===== src/rtl/clk_enable_ctrl_if.sv =====
// clk_enable_ctrl_if: control/status bundle between the enable controller and its driver
interface clk_enable_ctrl_if #(
   parameter int DIV_WIDTH = 8
);
   logic [DIV_WIDTH-1:0] div;
   logic                 run;
   logic                 halt;
   logic                 step;
   logic                 core_reset;
   logic                 clk_en;
   logic                 running;
   logic [63:0]          cycle_count;
   modport master (output div, run, halt, step, input core_reset, clk_en, running, cycle_count);
   modport slave  (input div, run, halt, step, output core_reset, clk_en, running, cycle_count);
endinterface


===== src/rtl/clk_enable_ctrl.sv =====
// clk_enable_ctrl: core reset sequencing plus divided run/halt/step clock-enable generation
module clk_enable_ctrl #(
   parameter int DIV_WIDTH  = 8,
   parameter int RESET_HOLD = 4
) (
   input logic               clk,
   input logic               reset,
   clk_enable_ctrl_if.slave  bus
);
   localparam int HW = $clog2(RESET_HOLD + 1);
   typedef enum logic [1:0] {INIT, HALTED, RUNNING, STEPPING} state_t;
   state_t               state_q, state_d;
   logic [DIV_WIDTH-1:0] cnt_q, cnt_d;
   logic [HW-1:0]        hold_q, hold_d;
   logic                 core_reset_q, core_reset_d;
   logic                 clk_en_q, clk_en_d;
   logic                 running_q, running_d;
   logic [63:0]          cycle_count_q, cycle_count_d;
   logic                 hold_done;
   logic                 wrap;
   assign hold_done = hold_q == HW'(RESET_HOLD);
   // div is compared live so a lowered div fires on the next edge
   assign wrap      = cnt_q >= bus.div;
   // state register and registered outputs
   always_ff @(posedge clk) begin
      if (reset) begin
         state_q       <= INIT;
         cnt_q         <= '0;
         hold_q        <= '0;
         core_reset_q  <= 1'b1;
         clk_en_q      <= 1'b0;
         running_q     <= 1'b0;
         cycle_count_q <= '0;
      end else begin
         state_q       <= state_d;
         cnt_q         <= cnt_d;
         hold_q        <= hold_d;
         core_reset_q  <= core_reset_d;
         clk_en_q      <= clk_en_d;
         running_q     <= running_d;
         cycle_count_q <= cycle_count_d;
      end
   end
   // next state, divider count and next output values
   always_comb begin
      state_d      = state_q;
      cnt_d        = cnt_q;
      hold_d       = hold_q;
      core_reset_d = 1'b0;
      clk_en_d     = 1'b0;
      case (state_q)
         INIT: begin
            core_reset_d = !hold_done;
            hold_d       = hold_done ? hold_q : hold_q + HW'(1);
            state_d      = hold_done ? HALTED : INIT;
         end
         HALTED: begin
            cnt_d   = '0;
            state_d = bus.halt ? HALTED : bus.run ? RUNNING : bus.step ? STEPPING : HALTED;
         end
         default: begin
            if (bus.halt || (state_q == RUNNING && !bus.run)) begin
               state_d = HALTED;
               cnt_d   = '0;
            end else if (wrap) begin
               cnt_d    = '0;
               clk_en_d = 1'b1;
               state_d  = state_q == STEPPING ? HALTED : RUNNING;
            end else begin
               cnt_d = cnt_q + DIV_WIDTH'(1);
            end
         end
      endcase
      running_d     = state_d == RUNNING || state_d == STEPPING;
      cycle_count_d = clk_en_d ? cycle_count_q + 64'd1 : cycle_count_q;
   end
   assign bus.core_reset  = core_reset_q;
   assign bus.clk_en      = clk_en_q;
   assign bus.running     = running_q;
   assign bus.cycle_count = cycle_count_q;
endmodule


===== src/flat_wrapper.sv =====
// flat-port wrapper written by rule: the top's interface ports become plain ports
module clk_enable_ctrl_flat 
#(
   parameter int DIV_WIDTH  = 8,
   parameter int RESET_HOLD = 4
)
  (clk, reset, bus_div, bus_run, bus_halt, bus_step, bus_core_reset, bus_clk_en, bus_running, bus_cycle_count);
  clk_enable_ctrl_if #(.DIV_WIDTH(DIV_WIDTH)) bus_i ();
  input logic clk;
  input logic reset;
  input wire logic [$bits(bus_i.div)-1:0] bus_div;
  input wire logic [$bits(bus_i.run)-1:0] bus_run;
  input wire logic [$bits(bus_i.halt)-1:0] bus_halt;
  input wire logic [$bits(bus_i.step)-1:0] bus_step;
  output wire logic [$bits(bus_i.core_reset)-1:0] bus_core_reset;
  output wire logic [$bits(bus_i.clk_en)-1:0] bus_clk_en;
  output wire logic [$bits(bus_i.running)-1:0] bus_running;
  output wire logic [$bits(bus_i.cycle_count)-1:0] bus_cycle_count;
  assign bus_i.div = bus_div;
  assign bus_i.run = bus_run;
  assign bus_i.halt = bus_halt;
  assign bus_i.step = bus_step;
  assign bus_core_reset = bus_i.core_reset;
  assign bus_clk_en = bus_i.clk_en;
  assign bus_running = bus_i.running;
  assign bus_cycle_count = bus_i.cycle_count;
  clk_enable_ctrl #(.DIV_WIDTH(DIV_WIDTH), .RESET_HOLD(RESET_HOLD)) u_core (.clk(clk), .reset(reset), .bus(bus_i));
endmodule

===== config.mk =====
export PLATFORM = sky130hd
export DESIGN_NAME = clk_enable_ctrl_flat
export DESIGN_NICKNAME = d
export VERILOG_FILES = /design/src/rtl/clk_enable_ctrl_if.sv /design/src/rtl/clk_enable_ctrl.sv /design/src/flat_wrapper.sv
export SDC_FILE = /design/constraint.sdc
export NUM_CORES = 1
export LEC_CHECK = 0
export ABC_CLOCK_PERIOD_IN_PS = 7050
export CORE_ASPECT_RATIO = 0.5
export CORE_MARGIN = 1
export CORE_UTILIZATION = 40
export DETAILED_ROUTE_END_ITERATION = 10
export SYNTH_ARGS = -nofsm -noshare
export SYNTH_HDL_FRONTEND = slang
export SYNTH_SLANG_ARGS = --single-unit

===== constraint.sdc =====
create_clock -name clk -period 7.05 [get_ports clk]
set_input_delay 1.0575 -clock clk [delete_from_list [all_inputs] [get_ports clk]]
set_output_delay 1.0575 -clock clk [all_outputs]
set_load 0.02 [all_outputs]

### After elaboration in Yosys (flattened, before gate mapping)

Cells that the tools add are included.

| cells by class | value |
|---|---|
| $lt $le $gt $ge | 1 |
| muxes and demuxes | 15 |
| add/sub/neg operators | 3 |
| equal/unequal tests | 6 |
| bitwise gates (word level) | 1 |
| reductions and logical operators | 8 |

Operators by type and width:

| cell | count |
|---|---|
| 64-bit by 1-bit adder with 64-bit output, second input constant | 1 |
| 8-bit 2-to-1 mux | 2 |
| 8-bit one-hot mux with 2 select lines | 1 |
| 2-bit 2-to-1 mux | 6 |
| 8-bit by 1-bit adder with 8-bit output, second input constant | 1 |
| 2-bit equality test, second input constant | 4 |
| 8-bit greater-or-equal comparator | 1 |
| 1-bit 2-to-1 mux | 5 |
| 2-bit one-hot mux with 2 select lines | 1 |
| 3-bit by 1-bit adder with 3-bit output, second input constant | 1 |
| 3-bit equality test, second input constant | 1 |
| 2-bit by 1-bit equality test with 1-bit output, second input constant | 1 |
| 1-bit logical NOT | 2 |
| 2-bit logical NOT | 1 |
| 1-bit logical OR | 2 |
| 2-bit AND reduction | 1 |
| 2-bit OR reduction | 1 |
| 1-bit logical AND | 1 |
| 1-bit inverter | 1 |

| word-level totals | value |
|---|---|
| bits in registers | 80 |
| word-level logic and storage cells | 41 |
| output and inout port bits | 67 |

### Logic depth before layout (Yosys ltp)

Gate-level depths: netlist of the first run.

| depth | value |
|---|---|
| depth after elaboration | 7 |
| mapped depth | 11 |
| mapped depth without buffers | 8 |

### Worst setup path after synthesis of the first run

No wires, ideal clock.

| timing path | value |
|---|---|
| kind | input port to flip-flop |
| start | in bus_div[7] |
| end | reg u_core.cycle_count_q[1] (netlist: u_core.bus.cycle_count[1]) |
| path buffers | 2 |
| data arrival time | 2.992 ns |
| stages | 10 |
| data required time | 6.922 ns |
| setup slack | 3.931 ns |
| cells stage by stage | inv_1 ha_1 and3_1 a221oi_2 nor2_2 nor2_4 buf_2 buf_4 mux2i_1 nor2_1 |

| between the ends | value |
|---|---|
| word-level cells in the longest chain between the ends | 4 |

Ends and longest elaborated chain:

| element | line | text |
|---|---|---|
| from (decl) | flat_wrapper.sv:11 | `input wire logic [$bits(bus_i.div)-1:0] bus_div;` |
| 8-bit greater-or-equal comparator | clk_enable_ctrl.sv:23 | `assign wrap = cnt_q >= bus.div;` |
| 1-bit 2-to-1 mux | clk_enable_ctrl.sv:65 | `end else if (wrap) begin` |
| 1-bit 2-to-1 mux | clk_enable_ctrl.sv:62 | `if (bus.halt \|\| (state_q == RUNNING && !bus.run)) begin` |
| 1-bit 2-to-1 mux | clk_enable_ctrl.sv:51 | `case (state_q)` |
| to (signal assigned) | clk_enable_ctrl.sv:41 | `cycle_count_q <= cycle_count_d;` |
| to (decl) | clk_enable_ctrl.sv:18 | `logic [63:0] cycle_count_q, cycle_count_d;` |

No other way between the ends.
A chain may end at the register's enable or synchronous reset.

### Worst setup path after layout of the first run

| timing path | value |
|---|---|
| start | in bus_div[7] |
| end | reg u_core.cycle_count_q[51] (netlist: u_core.bus.cycle_count[51]) |

Same word-level chain as after synthesis.

==> run_results.csv, run 1 <==
group,metric,value,unit
power,max-vdd-ir-drop,0.0000935,V
global_route,overflow,0,
yosys,synth_cells,491,
finish,final-seq-area,1600,um^2
global_route,grt_max_degree,79,
setup_path,crit_type,"in -> reg",
power,p_leak,0.00202,uW
timing,finalSetupViolations,0,
floorplanning,die_w,150,um
finish,n_antenna_cell,0,
yosys,dominantRegCellSynth,"dfxtp_1",
global_route,track_usage,20.4,%
clock_network,post-cts-setup-buffers,0,
timing,finalClockSkew,7.02,ps
timing,worst_pin_slew,842,ps
timing,fin_crit,3960,ps
timing,slew_viol_final,0,
routing,dr.pass1.iters,4,
yosys,yosysWarnings,0,
yosys,synth_common_cells,"dfxtp_1 (80), nor2_1 (61), xnor2_1 (32)",
finish,multi_input_area,2620,um^2
setup_path,cp-end-kind,"register",
clock_network,cts-htree-levels,3,
setup_path,worstSetupStartpointType,"input port",
clock_network,holdBufCountCts,0,
clock_network,cts_buffers,9,
routing,post_drt_via_cell_ratio,5.54,
routing,dr.first_iter.drc_count,179,
global_route,grt_pass1_vias,3659,
finish,design_area,5590,um^2
yosys,ys_async_sr_fraction,0,%
placement,place_hpwl,7650,um
floorplanning,core_area,10400,um^2
yosys,synth.most_common_cell,"dfxtp_1",
floorplanning,initial_utilization,42.0,%
yosys,synth_area,4390,um^2
finish,final_layout_size_suffix_gt1_share,9.51,%
clock_network,cts_sinks,80,
timing,relSlewSlack,43.8,%
routing,route.detailed.drc,0,
min_path,worstHoldPathType,"reg -> reg",
timing,layout_setup_ws,3090,ps
clock_network,cts_tree,"yes",
routing,vias,3921,
floorplanning,std_cell_rows,26,
clock_network,clk_pin_slew,60,ps
yosys,syn_avg_cell_area,8.94,um^2
power,power.density,179,nW/um^2
run,maxCapViolCount,0,
finish,nets,588,
finish,fillers,993,
placement,dpl_cell_area,5290,um^2
yosys,synthTopCellsByArea,"dfxtp_1 (36%), xnor2_1 (6.4%), nor2_1 (5.2%), ha_1 (3.4%), a21oi_1 (3.3%)",
yosys,seq_area_frac_synth,36.5,%
yosys,synth.distinct_cells,61,
yosys,yosys.area.top_type,"dfxtp_1",
timing,period_share,56.2,%
yosys,synth.net_count,516,
setup_path,worst_ep_required_time,7320,ps
timing,hold_ws,492,ps
floorplanning,die_area,11400,um^2
status,outcome,"complete, no violations",
timing,timing.fmax,0.252,GHz
yosys,synth_top_cell_area_share,36.5,%
timing,fin_setup_tns,0,ps
yosys,synth_edf_count,0,
global_route,grt_pass1_wl,18600,um
setup_path,r2r_setup_slack,3970,ps
timing,report.final.hold_viol_count,0,
power,finalPower,999,uW
floorplanning,ios,80,
routing,wirelength,11100,um
setup_path,worstPathArrival,4230,ps
routing,avgRoutedWirePerCell,15.7,um
clock_network,cts_max_path_buffers,2,
placement,io_buffer_count,79,
yosys,yosys_register_bits,80,
placement,pre_cts_ws,2790,ps
clock_network,clock-root-buffer,"clkbuf_16",
floorplanning,die_h,76.1,um
finish,synthToLayoutAreaGrowth,27.4,%
placement,gp_congestion,0.782,
setup_path,critPathMaxFanout,27,
routing,ant_nets,0,
clock_network,clk_latency,340,ps
clock_network,ctsResizeCount,0,
timing,rsz0062_at_grt,"no",
global_route,antenna_found_initial,0,
==> critical path, stage by stage <==
cell and delay [ps]:
clkdlybuf4s50_1 450, inv_1 40, ha_1 320, and3_1 290, a221oi_4 90, buf_4 250
nor2_2 680, nor2_4 300, or4_1 570, a21oi_1 150
==> logic make-up (layout without fill, tap and decap cells) <==
logic type,after synthesis,in the layout,share of synthesized area (%)
AND/OR/NAND/NOR,199,199,26.3
multiplexers,1,1,0.228
AO/OA/AOI/OAI,114,114,21.0
adder cells (fa/ha/maj),12,12,3.42
buffers and inverters,42,119,4.05
flip-flops,80,80,36.5
XOR/XNOR,43,43,8.58
==> final cells by class <==
cell class,instances,share of cell area (%)
inverter,19,1.28
multi-input combinational,369,46.9
timing repair buffer,84,14.7
clock inverter,5,1.01
clock buffer,11,4.34
sequential,80,28.6
tap,140,3.13
==> layer usage <==
metal	share of wire (%)	global-route usage (%)
met2	46	32.0
met4	0.84	5.56
met3	5.2	4.73
met5	0	0
met1	48	27.9
==> registers in the layout, summed over array words and instances, names as in the netlist <==
name	count
u_core.bus.running	1
u_core.bus.core_reset	1
u_core.bus.cycle_count	64
u_core.bus.clk_en	1
u_core.state_q	2
u_core.cnt_q	8
u_core.hold_q	3
==> final timing paths <==
| kind | end | startpoint | cells after the start |
|---|---|---|---|
| worst max-delay path | u_core.bus.cycle_count[51] | bus_div[7] | 10 |
| worst min-delay path | u_core.cnt_q[7] | u_core.cnt_q[7] | 1 |
| worst max register to register | u_core.bus.cycle_count[51] | u_core.cnt_q[7] | 8 |
| worst min register to register | u_core.cnt_q[7] | u_core.cnt_q[7] | 1 |
==> report_power, final <==
group	internal, uW	switching [uW]
combinational	26.2	32.5
sequential	462	8.21
clock	283	186
total	772	227
==> cell usage in the layout, fill, tap and decap left out, types with 6 or more instances in the layout <==
cell and n:
dfxtp_1 80, clkdlybuf4s50_1 78, nor2_1 61, xnor2_1 32
a21oi_1 29, nand2_1 26, nand3_1 24, inv_1 19
o21ai_0 14, and3_1 13, ha_1 12, xor2_1 11
nand4_1 11, o31ai_1 11, or4_1 11, clkbuf_16 9
or3_1 8, a211oi_1 7, a2111oi_2 7, o211a_1 6
and4_1 6
==> per-stage QoR <==
stage / cells / util (%)
after detailed placement: 692 / 50.7
after global placement: 692 / 50.7
after CTS: 708 / 53.6
final: 708 / 53.6
after global routing: 708 / 53.6
after floorplan: 491 / -
Note: power is estimated with default switching activity, not from simulation.
==> inputs of run 2 (changes only) <==
--- a/config.mk
+++ b/config.mk
@@ -5,11 +5,12 @@
 export SDC_FILE = /design/constraint.sdc
 export NUM_CORES = 1
 export LEC_CHECK = 0
-export ABC_CLOCK_PERIOD_IN_PS = 7050
+export ABC_CLOCK_PERIOD_IN_PS = 3360
 export CORE_ASPECT_RATIO = 0.5
 export CORE_MARGIN = 1
 export CORE_UTILIZATION = 40
 export DETAILED_ROUTE_END_ITERATION = 10
+export PLACE_DENSITY = 0.66
 export SYNTH_ARGS = -nofsm -noshare
 export SYNTH_HDL_FRONTEND = slang
 export SYNTH_SLANG_ARGS = --single-unit
==> constraint.sdc (replaced) <==
create_clock -name clk -period 3.36 [get_ports clk]
set_input_delay 0.504 -clock clk [delete_from_list [all_inputs] [get_ports clk]]
set_output_delay 0.504 -clock clk [all_outputs]
set_load 0.02 [all_outputs]
==> run 2 against run 1 <==
- combinational power grew 110%
- die area is the same
- critical path depth shrank 1
- total power grew 120%
- wire length shrank 1.8%
- sequential cell count is the same
- count of clock-buffer cells in the layout grew 2
- sequential share of layout area shrank 0.31 points
- global-route usage shrank 0.67 points
- clock power grew 120%
- hold slack gained 1.1 ps
- clock skew is essentially flat
==> run_results.csv, run 2 (synthesized netlist as in run 1, its figures left out) <==
group,metric,value,unit
routing,avgRoutedWirePerCell,15.3,um
placement,dpl_cell_area,5340,um^2
finish,nets,594,
setup_path,crit_chain,"clkdlybuf4s50_1, inv_1, ha_1, and3_1, a221oi_4, buf_4, a2111oi_2, or3b_1, a21oi_1",
finish,fin_util,54.1,%
setup_path,cp_top_family,"buffers and inverters",
global_route,overflow,0,
finish,largest_reg_flops,64,
clock_network,holdBufCountCts,0,
timing,relSlewSlack,57.8,%
routing,wirelength,10900,um
timing,timing.fmax,0.368,GHz
routing,vias,3939,
clock_network,cts_sinks,80,
finish,final_cell_mix,"dfxtp_1 (80), clkdlybuf4s50_1 (78), nor2_1 (61)",
global_route,grt_pass1_wl,18100,um
routing,ant_nets,0,
floorplanning,die_h,76.1,um
run,maxCapViolCount,0,
global_route,track_usage,19.7,%
floorplanning,die_w,150,um
setup_path,cp.buffers_inverters,3,
timing,rsz0062_at_grt,"no",
timing,fin_crit,2720,ps
routing,highest_layer,"met4",
timing,fin_setup_tns,0,ps
power,p_leak,0.00206,uW
finish,n_antenna_cell,0,
timing,finalClockSkew,7.13,ps
clock_network,clk_latency,340,ps
routing,wl_met1,5470,um
finish,mostFrequentLayoutCell,"dfxtp_1",
setup_path,crit_path_max_incr_delay,450,ps
setup_path,cp-end-kind,"register",
timing,slew_viol_final,0,
floorplanning,core_area,10400,um^2
timing,period_share,80.9,%
finish,synthToLayoutAreaGrowth,28.8,%
floorplanning,ios,80,
clock_network,post-cts-setup-buffers,0,
global_route,grt_pass1_vias,3566,
clock_network,cts_max_path_buffers,2,
timing,worst_pin_slew,632,ps
timing,hold_ws,494,ps
finish,design_area,5650,um^2
clock_network,cts_buffers,9,
power,power.density,382,nW/um^2
power,finalPower,2160,uW
routing,wl_met3,449,um
timing,finalSetupViolations,0,
floorplanning,initial_utilization,42.0,%
status,outcome,"complete, no violations",
placement,place_hpwl,7690,um
routing,route.detailed.drc,0,
floorplanning,die_area,11400,um^2
floorplanning,std_cell_rows,26,
setup_path,worst_ep_required_time,3620,ps
setup_path,worstSetupStartpointType,"input port",
finish,final_layout_size_suffix_gt1_share,10.1,%
clock_network,cts-htree-levels,3,
clock_network,ctsResizeCount,0,
clock_network,cts_tree,"yes",
routing,dr.first_iter.drc_count,219,
min_path,worstHoldPathType,"reg -> reg",
placement,io_buffer_count,79,
clock_network,clock-root-buffer,"clkbuf_16",
routing,post_drt_via_cell_ratio,5.52,
finish,fillers,926,
placement,gp_congestion,0.784,
setup_path,crit_type,"in -> reg",
clock_network,clk_pin_slew,60,ps
setup_path,worstPathArrival,2980,ps
routing,wl_met2,4860,um
setup_path,critPathMaxFanout,22,
global_route,grt_max_degree,60,
power,max-vdd-ir-drop,0.000194,V
global_route,antenna_found_initial,0,
setup_path,slowest_stage,"clkdlybuf4s50_1",
routing,dr.pass1.iters,4,
timing,report.final.hold_viol_count,0,
-- run 2: worst min-delay path, cell delays in order (launching register included) --
cell	delay, ps
dfxtp_1	330
o41ai_1	60
a21oi_1	50
-- run 2: path summary, 6_finish.rpt --
path	from	endpoint	slack, ps	cells past startpoint
worst max-delay path	bus_div[7]	u_core.bus.cycle_count[35]	640	9
worst min-delay path	u_core.bus.cycle_count[60]	u_core.bus.cycle_count[60]	490	2
worst max register to register	u_core.cnt_q[0]	u_core.bus.cycle_count[35]	910	9
worst min register to register	u_core.bus.cycle_count[60]	u_core.bus.cycle_count[60]	490	2
-- run 2: metal layers --
metal | GRT usage, % | vias up
met3 | 4.07 | 13
met4 | 5.56 | 0
met5 | 0 | -
li1 | - | 1980
met1 | 27.8 | 1874
met2 | 30.4 | 72
-- run 2: area by class of cell --
class	instances	area, um^2	area share (%)
timing repair buffer	90	868	15.4
clock inverter	3	65.1	1.15
sequential	80	1600	28.3
inverter	19	71.3	1.26
tap	140	175	3.10
clock buffer	13	250	4.43
multi-input combinational	369	2620	46.4
-- run 2: metrics by stage --
stage | setup slack [ps] | std cells
final | 641 | 714
after global routing | 485 | 714
after CTS | 656 | 714
after detailed placement | 314 | 698
after global placement | 352 | 698
after floorplan | 794 | 491
-- run 2: power breakdown --
part | switching (uW) | internal (uW) | leakage [uW]
logic | 68.4 | 55.1 | 0.00126
registers | 17.6 | 969 | 0.000645
clock network | 381 | 671 | 0.000154
